<file path="config.mk">
export PLATFORM = sky130hd
export DESIGN_NAME = cordic_arbiter_flat
export DESIGN_NICKNAME = d
export VERILOG_FILES = /design/src/rtl/cordic_pkg.sv /design/src/rtl/cordic_arbiter_if.sv /design/src/rtl/rr_arbiter.sv /design/src/rtl/cordic_arbiter.sv /design/src/flat_wrapper.sv
export SDC_FILE = /design/constraint.sdc
export NUM_CORES = 1
export LEC_CHECK = 0
export ABC_AREA = 1
export CAP_MARGIN = 20
export CORE_MARGIN = 2
export CORE_UTILIZATION = 30
export CTS_CLUSTER_DIAMETER = 40
export DETAILED_ROUTE_END_ITERATION = 10
export GPL_TIMING_DRIVEN = 0
export PLACE_DENSITY = 0.64
export SYNTH_ARGS = -nofsm -noshare
export SYNTH_HDL_FRONTEND = slang
export SYNTH_SLANG_ARGS = --single-unit
</file>
<file path="constraint.sdc">
create_clock -name clk -period 4.15 [get_ports clk]
set_clock_uncertainty 0.05 [all_clocks]
set_input_delay 0.83 -clock clk [delete_from_list [all_inputs] [get_ports clk]]
set_output_delay 0.83 -clock clk [all_outputs]
set_load 0.01 [all_outputs]
</file>
<file path="src/rtl/cordic_pkg.sv">
// cordic_pkg
// Types and helpers shared by the first-quadrant cordic core and cordic_arbiter.
//   D_WIDTH : core data width; the core angle is D_WIDTH-1 bits and covers [0, pi/2)
//   LAT     : core latency in cycles, from cordic_z sampled to cordic_x/cordic_y valid
//   ID_W    : width of a requester ID (up to 8 requesters)
//   unfold  : maps a first-quadrant (cos, sin) pair back to the quadrant it came from
package cordic_pkg;

    localparam int D_WIDTH = 11;
    localparam int LAT     = D_WIDTH - 1;
    localparam int ID_W    = 3;

    typedef logic [1:0]                quad_t;
    typedef logic signed [D_WIDTH:0]   sample_t;

    // Side-band tag that travels next to the core pipeline.
    typedef struct packed {
        logic            vld;
        logic [ID_W-1:0] id;
        quad_t           q;
    } tag_t;

    typedef struct packed {
        sample_t x;
        sample_t y;
    } xy_t;

    // Rotate (c, s) by q * pi/2. The core magnitude never exceeds 2^(D_WIDTH-1),
    // so negation in D_WIDTH+1 bits cannot overflow.
    function automatic xy_t unfold(input quad_t q, input sample_t c, input sample_t s);
        xy_t r;
        case (q)
            2'd0:    begin r.x = c;  r.y = s;  end
            2'd1:    begin r.x = -s; r.y = c;  end
            2'd2:    begin r.x = -c; r.y = -s; end
            default: begin r.x = s;  r.y = -c; end
        endcase
        return r;
    endfunction

endpackage

</file>
<file path="src/rtl/cordic_arbiter_if.sv">
// cordic_arbiter_if
// Request/response bus between the angle-producing clients and cordic_arbiter.
//   req_valid  : per-requester request
//   req_ready  : one-hot grant, or all zero
//   req_angle  : packed full-circle angles, requester i uses slice i (D_WIDTH+1 bits)
//   rsp_valid  : single-cycle result strobe, at most one bit set, no backpressure
//   rsp_x/y    : unfolded cos/sin shared by all requesters
// Modports: master = requesters, slave = cordic_arbiter.
interface cordic_arbiter_if
    import cordic_pkg::*;
#(
    parameter int N_REQ = 4
);

    logic [N_REQ-1:0]             req_valid;
    logic [N_REQ-1:0]             req_ready;
    logic [N_REQ*(D_WIDTH+1)-1:0] req_angle;
    logic [N_REQ-1:0]             rsp_valid;
    sample_t                      rsp_x;
    sample_t                      rsp_y;

    modport master (
        output req_valid, req_angle,
        input  req_ready, rsp_valid, rsp_x, rsp_y
    );

    modport slave (
        input  req_valid, req_angle,
        output req_ready, rsp_valid, rsp_x, rsp_y
    );

endinterface

</file>
<file path="src/rtl/rr_arbiter.sv">
// rr_arbiter
// Round-robin arbiter. The grant goes to the first requester at or after ptr
// (modulo N); after a grant to g, ptr moves to g+1. With no grant, or while en
// is low, ptr holds.
//   clk, rst_n : clock, asynchronous active-low reset
//   en         : grant enable; low forces gnt to zero
//   req        : request vector
//   gnt        : one-hot grant (combinational from req), or all zero
//   idx        : binary index of the granted requester (valid when gnt != 0)
module rr_arbiter #(
    parameter  int N  = 4,
    localparam int PW = (N > 1) ? $clog2(N) : 1
) (
    input  logic          clk,
    input  logic          rst_n,
    input  logic          en,
    input  logic [N-1:0]  req,
    output logic [N-1:0]  gnt,
    output logic [PW-1:0] idx
);

    logic [PW-1:0] ptr;
    logic [PW-1:0] cand;
    logic          found;

    // NOTE: every output of a combinational block gets a default first, so no
    // path through the block can leave a value stale and infer a latch.
    always_comb begin
        gnt   = '0;
        idx   = '0;
        cand  = '0;
        found = 1'b0;
        if (en) begin
            for (int k = 0; k < N; k++) begin
                cand = PW'((int'(ptr) + k) % N);
                if (!found && req[cand]) begin
                    found     = 1'b1;
                    gnt[cand] = 1'b1;
                    idx       = cand;
                end
            end
        end
    end

    // NOTE: state is written with non-blocking assignments so every flop samples
    // the pre-edge values, independent of the order of always blocks.
    always_ff @(posedge clk or negedge rst_n) begin
        if (!rst_n) begin
            ptr <= '0;
        end else if (found) begin
            ptr <= (idx == PW'(N - 1)) ? '0 : idx + 1'b1;
        end
    end

endmodule

</file>
<file path="src/rtl/cordic_arbiter.sv">
// cordic_arbiter
// Shares one pipelined first-quadrant cordic core among N_REQ requesters.
// A granted full-circle angle is split into quadrant q and first-quadrant angle
// a; a drives the core while {vld, id, q} travels through a LAT-stage tag
// pipeline alongside it. When the last tag is valid the core result is rotated
// back into quadrant q, registered, and strobed to the issuing requester.
//   clk, rst_n          : clock, asynchronous active-low reset
//   en                  : issue enable; in-flight results still complete when low
//   bus (slave)         : request/response bus, see cordic_arbiter_if
//   cordic_z            : first-quadrant angle to the core, 0 when nothing issues
//   cordic_x, cordic_y  : core outputs, valid LAT cycles after cordic_z is sampled
module cordic_arbiter
    import cordic_pkg::*;
#(
    parameter  int N_REQ = 4,
    localparam int PW    = (N_REQ > 1) ? $clog2(N_REQ) : 1
) (
    input  logic                clk,
    input  logic                rst_n,
    input  logic                en,
    cordic_arbiter_if.slave     bus,
    output logic [D_WIDTH-2:0]  cordic_z,
    input  sample_t             cordic_x,
    input  sample_t             cordic_y
);

    localparam int AW = D_WIDTH + 1;

    logic [N_REQ-1:0] gnt;
    logic [PW-1:0]    gnt_idx;
    logic             granted;
    logic [AW-1:0]    angles [N_REQ];
    logic [AW-1:0]    sel_angle;
    tag_t             tag_in;
    tag_t             tags [LAT];
    tag_t             tag_out;
    xy_t              res;

    rr_arbiter #(.N(N_REQ)) u_arb (
        .clk   (clk),
        .rst_n (rst_n),
        .en    (en),
        .req   (bus.req_valid),
        .gnt   (gnt),
        .idx   (gnt_idx)
    );

    assign bus.req_ready = gnt;
    assign granted       = |gnt;

    always_comb begin
        for (int i = 0; i < N_REQ; i++) begin
            angles[i] = bus.req_angle[i*AW +: AW];
        end
    end

    assign sel_angle = angles[gnt_idx];

    // Fold: top two bits select the quadrant, the rest is the in-quadrant angle.
    assign cordic_z = granted ? sel_angle[D_WIDTH-2:0] : '0;

    always_comb begin
        tag_in = '0;
        if (granted) begin
            tag_in.vld = 1'b1;
            tag_in.id  = ID_W'(gnt_idx);
            tag_in.q   = sel_angle[AW-1 -: 2];
        end
    end

    // The tag pipeline never stalls: it mirrors the core's fixed latency.
    // NOTE: only vld strictly needs a reset, but the pipeline is a handful of
    // flops, so the whole tag is cleared to keep reset behaviour uniform.
    always_ff @(posedge clk or negedge rst_n) begin
        if (!rst_n) begin
            for (int i = 0; i < LAT; i++) begin
                tags[i] <= '0;
            end
        end else begin
            tags[0] <= tag_in;
            for (int i = 1; i < LAT; i++) begin
                tags[i] <= tags[i-1];
            end
        end
    end

    assign tag_out = tags[LAT-1];
    assign res     = unfold(tag_out.q, cordic_x, cordic_y);

    // Results hold between strobes; rsp_valid is a one-cycle pulse on the issuer.
    always_ff @(posedge clk or negedge rst_n) begin
        if (!rst_n) begin
            bus.rsp_valid <= '0;
            bus.rsp_x     <= '0;
            bus.rsp_y     <= '0;
        end else begin
            for (int i = 0; i < N_REQ; i++) begin
                bus.rsp_valid[i] <= tag_out.vld && (tag_out.id == ID_W'(i));
            end
            if (tag_out.vld) begin
                bus.rsp_x <= res.x;
                bus.rsp_y <= res.y;
            end
        end
    end

endmodule

</file>
<file path="src/flat_wrapper.sv">
// flat-port wrapper written by rule: the top's interface ports become plain ports
module cordic_arbiter_flat import cordic_pkg::*;
#(
    parameter  int N_REQ = 4,
    localparam int PW    = (N_REQ > 1) ? $clog2(N_REQ) : 1
)
  (clk, rst_n, en, cordic_z, cordic_x, cordic_y, bus_req_valid, bus_req_angle, bus_req_ready, bus_rsp_valid, bus_rsp_x, bus_rsp_y);
  cordic_arbiter_if #(.N_REQ(N_REQ)) bus_i ();
  input  logic clk;
  input  logic rst_n;
  input  logic en;
  output logic [D_WIDTH-2:0] cordic_z;
  input  sample_t cordic_x;
  input  sample_t cordic_y;
  input wire logic [$bits(bus_i.req_valid)-1:0] bus_req_valid;
  input wire logic [$bits(bus_i.req_angle)-1:0] bus_req_angle;
  output wire logic [$bits(bus_i.req_ready)-1:0] bus_req_ready;
  output wire logic [$bits(bus_i.rsp_valid)-1:0] bus_rsp_valid;
  output wire logic [$bits(bus_i.rsp_x)-1:0] bus_rsp_x;
  output wire logic [$bits(bus_i.rsp_y)-1:0] bus_rsp_y;
  assign bus_i.req_valid = bus_req_valid;
  assign bus_i.req_angle = bus_req_angle;
  assign bus_req_ready = bus_i.req_ready;
  assign bus_rsp_valid = bus_i.rsp_valid;
  assign bus_rsp_x = bus_i.rsp_x;
  assign bus_rsp_y = bus_i.rsp_y;
  cordic_arbiter #(.N_REQ(N_REQ)) u_core (.clk(clk), .rst_n(rst_n), .en(en), .bus(bus_i), .cordic_z(cordic_z), .cordic_x(cordic_x), .cordic_y(cordic_y));
endmodule
</file>
==> flow_summary.toml <==
[global_routing]
met3_usage = 0.0489
grt_max_degree = 46
grt_use_total = 0.152
grt_busiest_layer = "met2"
grt_pass1_vias = 4168
use_met2 = 0.245
grtUsageMet1 = 0.202
antenna_found_initial = 0
grt_first_pass_wirelength_um = 19900
gr-total-overflow = 0

[sta]
timing.slew.headroom = 0.624
rsz0062_at_grt = "yes"
worst_pin_slew_ns = 0.564
slew_violations = 0
fin_crit_sh = 0.998
setup_violations = 0
setup_tns_ns = 0
period_minus_slack_ns = 4.14
hold_viol_final = 0
fmax_mhz = 242

[layout]
layout-drive-gt1-share = 0.0962
syn2layout_area_growth_pct = 39.6
nFillCells = 1499
fin_area_um2 = 6320
diodes = 0
fin_nets = 800
fin_cells = 901
fin_util = 0.431

[critical_path]
crit_required_ns = 3.27
critPathLaunchType = "input port"
critical_path_arrival_ns = 3.26
crit_fanout = 10
criticalPathCategory = "input port to output pin"
endpoint_kind = "output pin"
ff2ff_path_depth = 14

[hold_path]
min_path_type = "register to register"
hold_depth = 0

[cts]
clock_latency_ns = 0.33
clk_pin_slew_ns = 0.06
cts_sinks = 80
cts_tree = "yes"
clock_path_buffers = 2
cts_buffers = 9
h-tree-depth = 3
cts_root_buffer = "clkbuf_16"

[synth]
synth.yosys.seq_area_share = 0.442
synthCells = 578
synth_nets = 666
synth_seq_cells = 80
synth.distinct_cells = 40
yosysWarnings = 0
synth_area_um2 = 4530
synth.avg_cell_area_um2 = 7.83

[power]
leakage_nw = 3.13
power_density_nw_per_um2 = 721
ir_worst_vdd_v = 0.000415

[floorplan]
rows = 44
dieArea_um2 = 16100
initial_core_util = 0.309
core_um2 = 14600
die_w_um = 127
ios = 121
die_h_um = 127

[drt]
ant_nets = 0
firstDrtPassIters = 5
vias_per_cell = 4.69
vias = 4230
post-route-drc-count = 0
totalWireLength_um = 11900
wl_per_cell_um = 13.2
drtIter0Drc = 267

[place]
gp_congestion = 0.911
placed_area_um2 = 5980
dp_hpwl_um = 9080
post-place-cells = 883
port_buffers = 120

[status]
status = "finished clean"

[run]
maxCapViolations = 0
==> layer usage <==
| layer | vias to the layer above | part of all wire |
|---|---|---|
| li1 | 2133 | - |
| met1 | 1910 | 0.45 |
| met2 | 178 | 0.45 |
| met3 | 9 | 0.089 |
| met4 | 0 | 0.0068 |
| met5 | - | 0 |
==> cells by family after synthesis <==
family / Yosys count / synth area share
flops: 80 / 0.442
xor+xnor: 11 / 0.0213
fa+ha+maj: 9 / 0.0249
compound gates: 96 / 0.134
simple gates: 277 / 0.281
buf+inv: 105 / 0.0970
==> layout by cell type, fill, tap and decap left out, types with 2 or more instances in the layout <==
master and count:
or2_2 2, clkbuf_1 11, buf_4 7, nor2_2 4, dfrtp_1 79, nand3_1 59
inv_1 79, clkbuf_16 9, o21ai_0 29, nand2_4 3, ha_1 9, nor2_4 2
nand2_1 153, buf_6 2, buf_2 4, nor3_2 2, a21boi_0 3, o2111ai_1 2
o221ai_1 5, dlymetal6s2s_1 7, o211ai_1 6, clkinvlp_4 3, inv_2 4, nand4_1 7
o21bai_1 11, nand3_2 4, xor2_1 7, a221oi_1 4, a21oi_2 7, nor2_1 25
a31oi_1 2, nor3_1 5, xnor2_1 4, nand2_2 8, a21oi_1 23, clkdlybuf4s50_1 112
==> registers in the layout, summed over array words and instances (netlist names) <==
signal                flops
u_core.tags              45
u_core.bus.rsp_x         12
u_core.bus.rsp_y         12
u_core.tag_out            5
u_core.bus.rsp_valid      4
u_core.u_arb.ptr          2
==> repair_timing <==
item / in CTS / in global routing
gates resized for setup: 1 / 11
hold buffers: 0 / 0
setup buffers: 0 / 2
pin swaps: 0 / 3
setup endpoints to repair: 10 / 10
==> through the flow <==
step,setup slack [ns],hold WS [ns],total power [mW]
CTS,0.00513,0.293,4.59
global route,-0.176,0.297,4.93
floorplan,1.19,0.281,2.77
finish,0.00931,0.292,4.56
detailed placement,0.0126,0.285,3.80
global placement,-0.490,0.282,3.77
==> power by group <==
| group | total [mW] | switching (mW) | internal (mW) |
|---|---|---|---|
| Clock | 0.761 | 0.296 | 0.465 |
| Sequential | 1.19 | 0.135 | 1.06 |
| Combinational | 2.60 | 1.50 | 1.10 |
==> path summary, 6_finish.rpt <==
path | start | to | slack, ns
max in group asynchronous | rst_n | u_core.u_arb.ptr[1]$_DFFE_PN0P_ | 3.06
setup reg to reg | u_core.u_arb.ptr[0]$_DFFE_PN0P_ | u_core.tags[57]$_DFF_PN0_ | 1.62
setup / recovery | bus_req_valid[1] | cordic_z[7] | 0.009
hold / removal | u_core.tags[26]$_DFF_PN0_ | u_core.tags[20]$_DFF_PN0_ | 0.29
min in group asynchronous | rst_n | u_core.bus.rsp_x[3]$_DFFE_PN0P_ | 0.39
hold reg to reg | u_core.tags[26]$_DFF_PN0_ | u_core.tags[20]$_DFF_PN0_ | 0.29
==> synthesized netlist by cell type (all sizes together) <==
cell type,instances,share of area
o21ai,30,0.033
buf,12,0.019
a21oi,30,0.039
nand3,63,0.074
a22oi,1,0.0017
o2111ai,2,0.0039
nor2,32,0.036
a21boi,3,0.0050
inv,84,0.071
nand3b,1,0.0017
a221oi,4,0.0077
ha,9,0.025
nor3,7,0.0099
xnor2,4,0.0077
nor4,1,0.0014
o22ai,1,0.0014
a31oi,2,0.0028
nand4,7,0.0097
or2,2,0.0028
nand2,164,0.15
clkbuf,9,0.0075
xor2,7,0.014
dfrtp,80,0.44
o221ai,5,0.0097
o211ai,6,0.0099
o21bai,12,0.020
==> final cells by class <==
class	count	area, µm²	share of cell area
multi-input cells	393	2100	0.332
flip-flops and latches	80	2000	0.317
repair buffers	123	1250	0.198
inverters	84	320	0.0507
clock buffers	11	233	0.0368
well taps	184	230	0.0364
plain buffers	21	125	0.0198
clock inverters	5	57.6	0.00911
==> worst max-delay path, stage by stage <==
cell,delay [ns]
clkdlybuf4s50_1,0.45
inv_1,0.07
nand2_1,0.07
nand3_2,0.12
nand2_4,0.11
buf_4,0.16
nand2_1,0.04
a21boi_0,0.18
nand3_1,0.09
nand2_1,0.08
nand2_1,0.11
nor2_4,0.23
buf_8,0.19
a21oi_2,0.04
clkdlybuf4s50_1,0.49
No activity file was read; power rests on OpenSTA's default activity.
